--- src/rtl/fifo_pkg.sv ---
// Shared constants and grant encoding for the 8-entry FIFO write scheduler.
package fifo_pkg;

    localparam int unsigned FIFO_DEPTH  = 8;
    localparam int unsigned FIFO_ADDR_W = 3;
    localparam int unsigned FIFO_CNT_W  = 4;

    typedef enum logic {
        GNT_REQ0 = 1'b0,
        GNT_REQ1 = 1'b1
    } gnt_e;

    // Pointers wrap naturally at the 3-bit address width.
    function automatic logic [FIFO_ADDR_W-1:0] ptr_inc(input logic [FIFO_ADDR_W-1:0] p);
        return p + FIFO_ADDR_W'(1);
    endfunction

endpackage

--- src/rtl/fifo_wr_sched_if.sv ---
// Requester handshakes, consumer pop and memory-side signals of the write scheduler.
interface fifo_wr_sched_if
    import fifo_pkg::*;
#(
    parameter int unsigned DATA_WIDTH = 8
) ();

    logic                   req0_valid;
    logic [DATA_WIDTH-1:0]  req0_data;
    logic                   req0_ready;
    logic                   req1_valid;
    logic [DATA_WIDTH-1:0]  req1_data;
    logic                   req1_ready;
    logic                   rd_inc;
    logic                   wclken;
    logic [FIFO_ADDR_W-1:0] waddr;
    logic [DATA_WIDTH-1:0]  wdata;
    logic [FIFO_ADDR_W-1:0] raddr;
    logic                   full;
    logic                   empty;
    logic [FIFO_CNT_W-1:0]  count;
    logic                   rd_err;

    modport master (
        output req0_valid, req0_data, req1_valid, req1_data, rd_inc,
        input  req0_ready, req1_ready, wclken, waddr, wdata, raddr,
        input  full, empty, count, rd_err
    );

    modport slave (
        input  req0_valid, req0_data, req1_valid, req1_data, rd_inc,
        output req0_ready, req1_ready, wclken, waddr, wdata, raddr,
        output full, empty, count, rd_err
    );

endinterface

--- src/rtl/rr_arb2.sv ---
// Two-way round-robin grant with a last-grant register updated only on a transfer.
module rr_arb2
    import fifo_pkg::*;
(
    input  logic i_clk,
    input  logic i_rst,
    input  logic i_valid0,
    input  logic i_valid1,
    input  logic i_xfer,
    output logic o_grant0,
    output logic o_grant1
);

    gnt_e r_last_grant;

    always_comb begin
        o_grant0 = 1'b0;
        o_grant1 = 1'b0;
        if (i_valid0 && i_valid1) begin
            if (r_last_grant == GNT_REQ1) begin
                o_grant0 = 1'b1;
            end else begin
                o_grant1 = 1'b1;
            end
        end else if (i_valid0) begin
            o_grant0 = 1'b1;
        end else if (i_valid1) begin
            o_grant1 = 1'b1;
        end
    end

    // Reset to REQ1 so requester 0 wins the first contention.
    always_ff @(posedge i_clk or posedge i_rst) begin
        if (i_rst) begin
            r_last_grant <= GNT_REQ1;
        end else if (i_xfer) begin
            r_last_grant <= o_grant1 ? GNT_REQ1 : GNT_REQ0;
        end
    end

endmodule

--- src/rtl/fifo_wr_sched.sv ---
// Write-port scheduler and pointer/occupancy controller for an 8-entry FIFO memory.
module fifo_wr_sched
    import fifo_pkg::*;
#(
    parameter int unsigned DATA_WIDTH = 8,
    parameter int unsigned DEPTH      = 8
) (
    input logic            CLK,
    input logic            RST,
    fifo_wr_sched_if.slave bus
);

    localparam logic [FIFO_CNT_W-1:0] FULL_CNT = FIFO_CNT_W'(DEPTH);

    logic [FIFO_ADDR_W-1:0] r_wptr;
    logic [FIFO_ADDR_W-1:0] r_rptr;
    logic [FIFO_CNT_W-1:0]  r_count;
    logic                   r_rd_err;

    logic                   w_grant0;
    logic                   w_grant1;
    logic                   w_full;
    logic                   w_empty;
    logic                   w_ready0;
    logic                   w_ready1;
    logic                   w_xfer0;
    logic                   w_xfer1;
    logic                   w_xfer;
    logic                   w_pop;
    logic [DATA_WIDTH-1:0]  w_wdata;
    logic [FIFO_CNT_W-1:0]  w_count_d;

    rr_arb2 u_arb (
        .i_clk    (CLK),
        .i_rst    (RST),
        .i_valid0 (bus.req0_valid),
        .i_valid1 (bus.req1_valid),
        .i_xfer   (w_xfer),
        .o_grant0 (w_grant0),
        .o_grant1 (w_grant1)
    );

    assign w_full  = (r_count == FULL_CNT);
    assign w_empty = (r_count == '0);

    // Ready is masked during reset so no handshake completes while RST is high.
    assign w_ready0 = w_grant0 & ~w_full & ~RST;
    assign w_ready1 = w_grant1 & ~w_full & ~RST;
    assign w_xfer0  = bus.req0_valid & w_ready0;
    assign w_xfer1  = bus.req1_valid & w_ready1;
    assign w_xfer   = w_xfer0 | w_xfer1;
    assign w_pop    = bus.rd_inc & ~w_empty;

    always_comb begin
        w_wdata = '0;
        if (w_xfer0) begin
            w_wdata = bus.req0_data;
        end else if (w_xfer1) begin
            w_wdata = bus.req1_data;
        end
    end

    always_comb begin
        w_count_d = r_count;
        unique case ({w_xfer, w_pop})
            2'b10:   w_count_d = r_count + FIFO_CNT_W'(1);
            2'b01:   w_count_d = r_count - FIFO_CNT_W'(1);
            default: w_count_d = r_count;
        endcase
    end

    always_ff @(posedge CLK or posedge RST) begin
        if (RST) begin
            r_wptr   <= '0;
            r_rptr   <= '0;
            r_count  <= '0;
            r_rd_err <= 1'b0;
        end else begin
            if (w_xfer) begin
                r_wptr <= ptr_inc(r_wptr);
            end
            if (w_pop) begin
                r_rptr <= ptr_inc(r_rptr);
            end
            r_count  <= w_count_d;
            r_rd_err <= bus.rd_inc & w_empty;
        end
    end

    assign bus.req0_ready = w_ready0;
    assign bus.req1_ready = w_ready1;
    assign bus.wclken     = w_xfer;
    assign bus.waddr      = r_wptr;
    assign bus.wdata      = w_wdata;
    assign bus.raddr      = r_rptr;
    assign bus.full       = w_full;
    assign bus.empty      = w_empty;
    assign bus.count      = r_count;
    assign bus.rd_err     = r_rd_err;

endmodule

--- src/flat_wrapper.sv ---
// flat-port wrapper written by rule: the top's interface ports become plain ports
module fifo_wr_sched_flat import fifo_pkg::*;
#(
    parameter int unsigned DATA_WIDTH = 8,
    parameter int unsigned DEPTH      = 8
)
  (CLK, RST, bus_req0_valid, bus_req0_data, bus_req1_valid, bus_req1_data, bus_rd_inc, bus_req0_ready, bus_req1_ready, bus_wclken, bus_waddr, bus_wdata, bus_raddr, bus_full, bus_empty, bus_count, bus_rd_err);
  fifo_wr_sched_if #(.DATA_WIDTH(DATA_WIDTH)) bus_i ();
  input logic CLK;
  input logic RST;
  input wire logic [$bits(bus_i.req0_valid)-1:0] bus_req0_valid;
  input wire logic [$bits(bus_i.req0_data)-1:0] bus_req0_data;
  input wire logic [$bits(bus_i.req1_valid)-1:0] bus_req1_valid;
  input wire logic [$bits(bus_i.req1_data)-1:0] bus_req1_data;
  input wire logic [$bits(bus_i.rd_inc)-1:0] bus_rd_inc;
  output wire logic [$bits(bus_i.req0_ready)-1:0] bus_req0_ready;
  output wire logic [$bits(bus_i.req1_ready)-1:0] bus_req1_ready;
  output wire logic [$bits(bus_i.wclken)-1:0] bus_wclken;
  output wire logic [$bits(bus_i.waddr)-1:0] bus_waddr;
  output wire logic [$bits(bus_i.wdata)-1:0] bus_wdata;
  output wire logic [$bits(bus_i.raddr)-1:0] bus_raddr;
  output wire logic [$bits(bus_i.full)-1:0] bus_full;
  output wire logic [$bits(bus_i.empty)-1:0] bus_empty;
  output wire logic [$bits(bus_i.count)-1:0] bus_count;
  output wire logic [$bits(bus_i.rd_err)-1:0] bus_rd_err;
  assign bus_i.req0_valid = bus_req0_valid;
  assign bus_i.req0_data = bus_req0_data;
  assign bus_i.req1_valid = bus_req1_valid;
  assign bus_i.req1_data = bus_req1_data;
  assign bus_i.rd_inc = bus_rd_inc;
  assign bus_req0_ready = bus_i.req0_ready;
  assign bus_req1_ready = bus_i.req1_ready;
  assign bus_wclken = bus_i.wclken;
  assign bus_waddr = bus_i.waddr;
  assign bus_wdata = bus_i.wdata;
  assign bus_raddr = bus_i.raddr;
  assign bus_full = bus_i.full;
  assign bus_empty = bus_i.empty;
  assign bus_count = bus_i.count;
  assign bus_rd_err = bus_i.rd_err;
  fifo_wr_sched #(.DATA_WIDTH(DATA_WIDTH), .DEPTH(DEPTH)) u_core (.CLK(CLK), .RST(RST), .bus(bus_i));
endmodule
--- config.mk ---
export PLATFORM = sky130hd
export DESIGN_NAME = fifo_wr_sched_flat
export DESIGN_NICKNAME = d
export VERILOG_FILES = /design/src/rtl/fifo_pkg.sv /design/src/rtl/fifo_wr_sched_if.sv /design/src/rtl/rr_arb2.sv /design/src/rtl/fifo_wr_sched.sv /design/src/flat_wrapper.sv
export SDC_FILE = /design/constraint.sdc
export NUM_CORES = 1
export LEC_CHECK = 0
export ABC_AREA = 1
export ABC_CLOCK_PERIOD_IN_PS = 6100
export CAP_MARGIN = 20
export CELL_PAD_IN_SITES_DETAIL_PLACEMENT = 0
export CELL_PAD_IN_SITES_GLOBAL_PLACEMENT = 1
export CORE_MARGIN = 3
export CORE_UTILIZATION = 28
export CTS_CLUSTER_DIAMETER = 150
export DETAILED_ROUTE_END_ITERATION = 10
export GPL_ROUTABILITY_DRIVEN = 0
export HOLD_SLACK_MARGIN = 0.03
export PLACE_DENSITY_LB_ADDON = 0.25
export SETUP_SLACK_MARGIN = 0.2
export SYNTH_ARGS = -nofsm -noshare
export SYNTH_HDL_FRONTEND = slang
export SYNTH_HIERARCHICAL = 1
export SYNTH_SLANG_ARGS = --single-unit
--- constraint.sdc ---
create_clock -name CLK -period 6.1 [get_ports CLK]
set_input_delay 1.22 -clock CLK [delete_from_list [all_inputs] [get_ports CLK]]
set_output_delay 1.22 -clock CLK [all_outputs]
set_load 0.03 [all_outputs]
==> results.tsv, run 1 <==
stage	metric	value	unit
status	status	complete, no violations	
die	pin_count	45	
layout	nets	189	
clock_network	cts_sinks	12	
timing	fmax	214	MHz
yosys	ys_warn_count	6	
power_and_ir_drop	ir_drop	0.000225	V
timing	slew_headroom	64.7	%
layout	seq_area	302	um^2
routing	num_vias	865	
timing	final-hold-violation-count	0	
routing	drt_first_pass_iters	4	
yosys	synth_area_per_cell	7.37	um^2
layout	antennaDiodeCount	0	
global_route	grt_max_degree	18	
layout	final_area	1360	um^2
timing	setup_violations	0	
die	dieHeight	61.2	um
setup_path	cp_slowest_cell	clkdlybuf4s50_1	
setup_path	setup.worst_path.end_class	output pin	
flow_run	maxCapViolCount	0	
die	core-area	2830	um^2
timing	finalClockSkew	6.51	ps
yosys	yosysSeqAreaShare	35.3	%
routing	drt_iter0_markers	42	
timing	fin_hold_ws	472	ps
global_route	grt_use_total	12.4	%
setup_path	worstPathRequired	4880	ps
clock_network	cts_hold_buf	0	
timing	worst_slew_pin_slew	530	ps
clock_network	cts.path.max_buffers	2	
place	port_buffers	44	
layout	fill_cells	283	
clock_network	root_buffer	clkbuf_4	
global_route	grt_pass1_vias	838	
yosys	synth_nets	142	
setup_path	worst_path_largest_cell_delay	690	ps
setup_path	crit_path_frequent_cell	clkdlybuf4s50_1	
setup_path	path_cells	clkdlybuf4s50_1, a21boi_1, nand4_4, a21oi_1, clkdlybuf4s50_1	
die	initial_utilization	30.2	%
setup_path	crit_type	input pin to output pin	
clock_network	clkTransAtPathRegs	80	ps
die	die_x	61.2	um
timing	post-route-min-period	4680	ps
setup_path	crit_fanout	17	
place	dp_hpwl	1820	um
die	die_area	3750	um^2
clock_network	cts.repair.resized	0	
clock_network	cts_tree	yes	
routing	ant_nets	0	
clock_network	clock_latency	260	ps
clock_network	cts_setup_buffers	0	
timing	grt_setup_unrepaired	no	
timing	fin_crit_sh	76.7	%
global_route	grt.overflow.total	0	
routing	viasPerCell	4.48	
routing	wire_per_inst	11.2	um
yosys	synth_seq_cells	12	
layout	area_delta_synth_final	58.6	%
routing	wirelength	2150	um
setup_path	arrival	3460	ps
setup_path	path_buf_inv	2	
yosys	syn-cell-area	855	um^2
routing	drc	0	
setup_path	critPathTopFamily	buffers and inverters	
global_route	antenna_found_initial	0	
clock_network	cts_buffers	3	
timing	final_max_slew_viol_count	0	
die	rows	19	
layout	multi_input_area	474	um^2
yosys	ys_types	23	
timing	fin_setup_tns	0	ps
global_route	grt_pass1_wl	3580	um
power_and_ir_drop	p_leak	0.640	nW
clock_network	htreeDepth	1	
place	placed_cell_area	1320	um^2
layout	drive_above_1_share	6.79	%
setup_path	startpoint_type	input pin	
yosys	syn_inst	116	
hold_path	hold_class	flip-flop to flip-flop	
power_and_ir_drop	power-per-cell-area	441	nW/um^2
layer usage:
layer  vias up  global-route usage, %  routed length, um
met1       395                   16.6                943
met5         -                      0                  0
met4         0                  0.929                  0
met2        13                   21.9               1150
li1        457                      -                  -
met3         0                   1.89                 65
path summary, 6_finish.rpt:
path	from	end	slack, ps	cells past startpoint
max	bus_req1_valid	bus_wdata[6]	1420	5
min	u_core/bus.raddr[2]	u_core/bus.raddr[2]	470	1
max reg2reg	u_core/u_arb/r_last_grant	u_core/bus.count[2]	3450	12
min reg2reg	u_core/bus.raddr[2]	u_core/bus.raddr[2]	470	1
max in group asynchronous	RST	u_core/bus.count[3]	4390	2
min in group asynchronous	RST	u_core/u_arb/r_last_grant	1320	2
worst reg2reg max path: cells and delay by family, from the launching register on:
| family | cells | cell delay, ps |
|---|---|---|
| simple gates | 4 | 720 |
| buf+inv | 2 | 160 |
| compound gates | 3 | 500 |
| fa+ha+maj | 2 | 450 |
| flops | 1 | 550 |
| xor+xnor | 1 | 160 |
where the power goes:
part / leakage (nW) / total (W) / switching [W] / internal, W
clock: 0.0210 / 0.0000625 / 0.0000263 / 0.0000362
combinational: 0.473 / 0.000375 / 0.000216 / 0.000159
sequential: 0.146 / 0.000160 / 0.0000405 / 0.000120
flip-flops by register name (all words and copies together) (netlist names):
register	cells
u_core/bus.raddr	3
u_core/u_arb/r_last_grant	1
u_core/bus.waddr	3
u_core/bus.count	4
u_core/bus.rd_err	1
layout make-up:
cell class                      instances  share of cell area (%)
Multi-Input combinational cell         85                    35.0
Tap cell                               31                    2.86
Clock buffer                            4                    2.68
Sequential cell                        12                    22.3
Inverter                               17                    4.71
Timing Repair Buffer                   44                    32.5
cell families (layout without fill, tap and decap cells):
kind of cell / after synthesis / in the layout / share of synthesized area, %
compound gates: 12 / 12 / 7.32
xor+xnor: 6 / 6 / 6.15
fa+ha+maj: 5 / 5 / 7.32
simple gates: 62 / 62 / 34.7
buf+inv: 19 / 65 / 9.22
flops: 12 / 12 / 35.3
per-stage QoR:
step | worst slack, ps | cells | total power (W) | utilization, %
floorplan | 2250 | 116 | 0.000398 | -
global placement | 1400 | 189 | 0.000533 | 46.6
detailed placement | 1370 | 189 | 0.000541 | 46.6
CTS | 1350 | 193 | 0.000606 | 47.9
global route | 1210 | 193 | 0.000653 | 47.9
finish | 1420 | 193 | 0.000598 | 47.9
cell usage in the layout, fill, tap and decap left out, types with 2 or more instances in the layout:
cell type / n
clkdlybuf4s50_1: 44
nand2_1: 30
inv_1: 16
nand3_1: 13
nor2_1: 11
dfrtp_1: 11
a21oi_1: 9
ha_1: 5
xnor2_1: 4
clkbuf_4: 3
o21ai_0: 2
xor2_1: 2
Yosys cell counts, drive strengths merged:
cell type / instances / area [um^2]
nand4: 2 / 27.5
a21boi: 1 / 7.51
nand3: 14 / 75.1
ha: 5 / 62.6
o21ai: 2 / 10.0
nand2: 31 / 124
buf: 1 / 11.3
dfstp: 1 / 26.3
nor3: 1 / 5.00
a21oi: 9 / 45.0
nor2: 13 / 58.8
and2: 1 / 6.26
clkbuf: 1 / 3.75
inv: 17 / 63.8
dfrtp: 11 / 275
xnor2: 4 / 35.0
xor2: 2 / 17.5
No activity file was read; power rests on OpenSTA's default activity.
==> run 2, diff against run 1 <==
--- a/config.mk
+++ b/config.mk
@@ -6,12 +6,12 @@
 export NUM_CORES = 1
 export LEC_CHECK = 0
 export ABC_AREA = 1
-export ABC_CLOCK_PERIOD_IN_PS = 6100
+export ABC_CLOCK_PERIOD_IN_PS = 4100
 export CAP_MARGIN = 20
 export CELL_PAD_IN_SITES_DETAIL_PLACEMENT = 0
 export CELL_PAD_IN_SITES_GLOBAL_PLACEMENT = 1
 export CORE_MARGIN = 3
-export CORE_UTILIZATION = 28
+export CORE_UTILIZATION = 23
 export CTS_CLUSTER_DIAMETER = 150
 export DETAILED_ROUTE_END_ITERATION = 10
 export GPL_ROUTABILITY_DRIVEN = 0
==> constraint.sdc (replaced) <==
create_clock -name CLK -period 4.1 [get_ports CLK]
set_input_delay 0.82 -clock CLK [delete_from_list [all_inputs] [get_ports CLK]]
set_output_delay 0.82 -clock CLK [all_outputs]
set_load 0.03 [all_outputs]
==> run 2 against run 1 <==
Sequential cell count unchanged; largest cell class unchanged; sequential share of layout area decreased by 0.68 points; sequential power increased by 50%; core utilization shrank 7.6 points; cell count up 8.8%; non-clock buffer count up 2; first-iteration DRC count is 50% lower; clock-buffer cell count unchanged; register-to-register slack worse by 1900 ps; die area is 20% higher; clock power rose by 78%; highest routed layer is now met4; worst hold slack better by 2.9 ps.
==> results.tsv, run 2 (synthesized netlist as in run 1, its figures left out) <==
stage	metric	value	unit
routing	wirelength	2190	um
global_route	grt.overflow.total	0	
layout	largest_reg_flops	4	
layout	drive_above_1_share	7.32	%
routing	drt_first_pass_iters	4	
timing	worst_slew_pin_slew	329	ps
die	die_area	4480	um^2
clock_network	cts_hold_buf	0	
global_route	antenna_found_initial	0	
clock_network	cts_tree	yes	
layout	fin_util	40.3	%
clock_network	cts_setup_buffers	0	
clock_network	cts.repair.resized	0	
setup_path	crit-reg2reg-launch	u_core/u_arb/r_last_grant	
power_and_ir_drop	power-per-cell-area	651	nW/um^2
hold_path	hold_path_end	u_core/bus.raddr[2]	
clock_network	clkTransAtPathRegs	50	ps
power_and_ir_drop	ir_drop	0.000316	V
timing	final_max_slew_viol_count	0	
clock_network	htreeDepth	1	
power_and_ir_drop	p_clk_share	12.2	%
layout	area_delta_synth_final	63.5	%
setup_path	r2r_end	u_core/bus.count[2]	
setup_path	crit_fanout	17	
routing	drc	0	
die	die_x	67.0	um
setup_path	arrival	2870	ps
layout	final_area	1400	um^2
setup_path	worstPathRequired	3280	ps
die	initial_utilization	24.6	%
routing	ant_nets	0	
layout	final_common_cell	clkdlybuf4s50_1	
hold_path	hold_class	flip-flop to flip-flop	
routing	drt_iter0_markers	21	
timing	slew_headroom	78.0	%
layout	multi_input_area	474	um^2
global_route	grt_pass1_vias	805	
die	rows	21	
clock_network	root_buffer	clkbuf_8	
global_route	grt_max_degree	18	
routing	num_vias	862	
global_route	grt_use_total	11.1	%
clock_network	cts_sinks	12	
layout	final_cell_mix	clkdlybuf4s50_1, nand2_1, inv_1	
clock_network	cts_buffers	3	
setup_path	startpoint_type	input pin	
die	core-area	3470	um^2
routing	viasPerCell	4.10	
global_route	grt_pass1_wl	3820	um
power_and_ir_drop	combPwrFrac	61.4	%
hold_path	min_path_cells	1	
place	port_buffers	44	
setup_path	rrSetupSlack	1570	ps
hold_path	hold_start	u_core/bus.raddr[2]	
setup_path	startpoint	bus_req0_valid	
die	dieHeight	67.0	um
status	status	complete, no violations	
place	post-place-ws	402	ps
setup_path	crit_type	input pin to output pin	
layout	fill_cells	374	
power_and_ir_drop	p_leak	0.651	nW
place	dp_hpwl	1760	um
timing	fin_setup_tns	0	ps
clock_network	clock_latency	240	ps
timing	grt_setup_unrepaired	no	
power_and_ir_drop	p_switching	0.000425	W
timing	final-hold-violation-count	0	
layout	antennaDiodeCount	0	
layout	seq_area	302	um^2
setup_path	reg2reg_depth	12	
clock_network	cts.path.max_buffers	2	
timing	finalClockSkew	3.81	ps
timing	fin_hold_ws	475	ps
timing	post-route-min-period	3690	ps
timing	setup_violations	0	
timing	fmax	271	MHz
layout	nets	191	
timing	setup_ws	409	ps
place	placed_cell_area	1350	um^2
die	pin_count	45	
flow_run	maxCapViolCount	0	
routing	wire_per_inst	10.4	um
power_and_ir_drop	p_sw_share	46.8	%
setup_path	setup.worst_path.end_class	output pin	
power_and_ir_drop	internal_power	0.000484	W
timing	fin_crit_sh	90.0	%
power_and_ir_drop	seq_power_share	26.4	%
run 2: changes by cell type in the layout (fill, tap and decap cells not counted), sizes merged:
cell / change
buf: +2
run 2: worst max-delay path, stage by stage:
cell	delay, ps
clkdlybuf4s50_1	540
a21boi_1	300
nand4_4	290
a21oi_1	230
clkdlybuf4s50_1	690
run 2: worst max-delay path by stage:
stage	end	slack, ps	cells after the start
after floorplan	bus_wdata[0]	1050	5
after global placement	bus_wdata[1]	420	5
after global routing	bus_wdata[5]	220	5
after detailed placement	bus_wdata[0]	400	5
final	bus_wdata[7]	410	5
after CTS	bus_wdata[7]	410	5
run 2: power groups by stage:
| stage | Combinational [W] | Sequential, W | Clock [W] |
|---|---|---|---|
| floorplan | 0.000260 | 0.000331 | 0 |
| global placement | 0.000556 | 0.000242 | 0 |
| detailed placement | 0.000562 | 0.000241 | 0 |
| CTS | 0.000564 | 0.000241 | 0.000117 |
| global route | 0.000619 | 0.000252 | 0.000123 |
| finish | 0.000558 | 0.000240 | 0.000111 |
run 2: through the flow:
| stage | std cells | total power [W] |
|---|---|---|
| floorplan | 116 | 0.000592 |
| global route | 210 | 0.000995 |
| detailed placement | 206 | 0.000803 |
| finish | 210 | 0.000909 |
| global placement | 206 | 0.000798 |
| CTS | 210 | 0.000923 |
run 2: layout make-up:
class	instances	share of cell area, %
multi-input cells	85	33.9
repair buffers	46	32.6
flip-flops and latches	12	21.6
inverters	17	4.57
well taps	46	4.12
clock buffers	4	3.22
run 2: per-layer routing:
metal / global-route usage (%) / up-vias / wire (um)
met4: 4.56 / 0 / 34
li1: - / 464 / -
met5: 0 / - / 0
met1: 14.7 / 367 / 1000
met2: 17.0 / 26 / 977
met3: 3.04 / 5 / 177
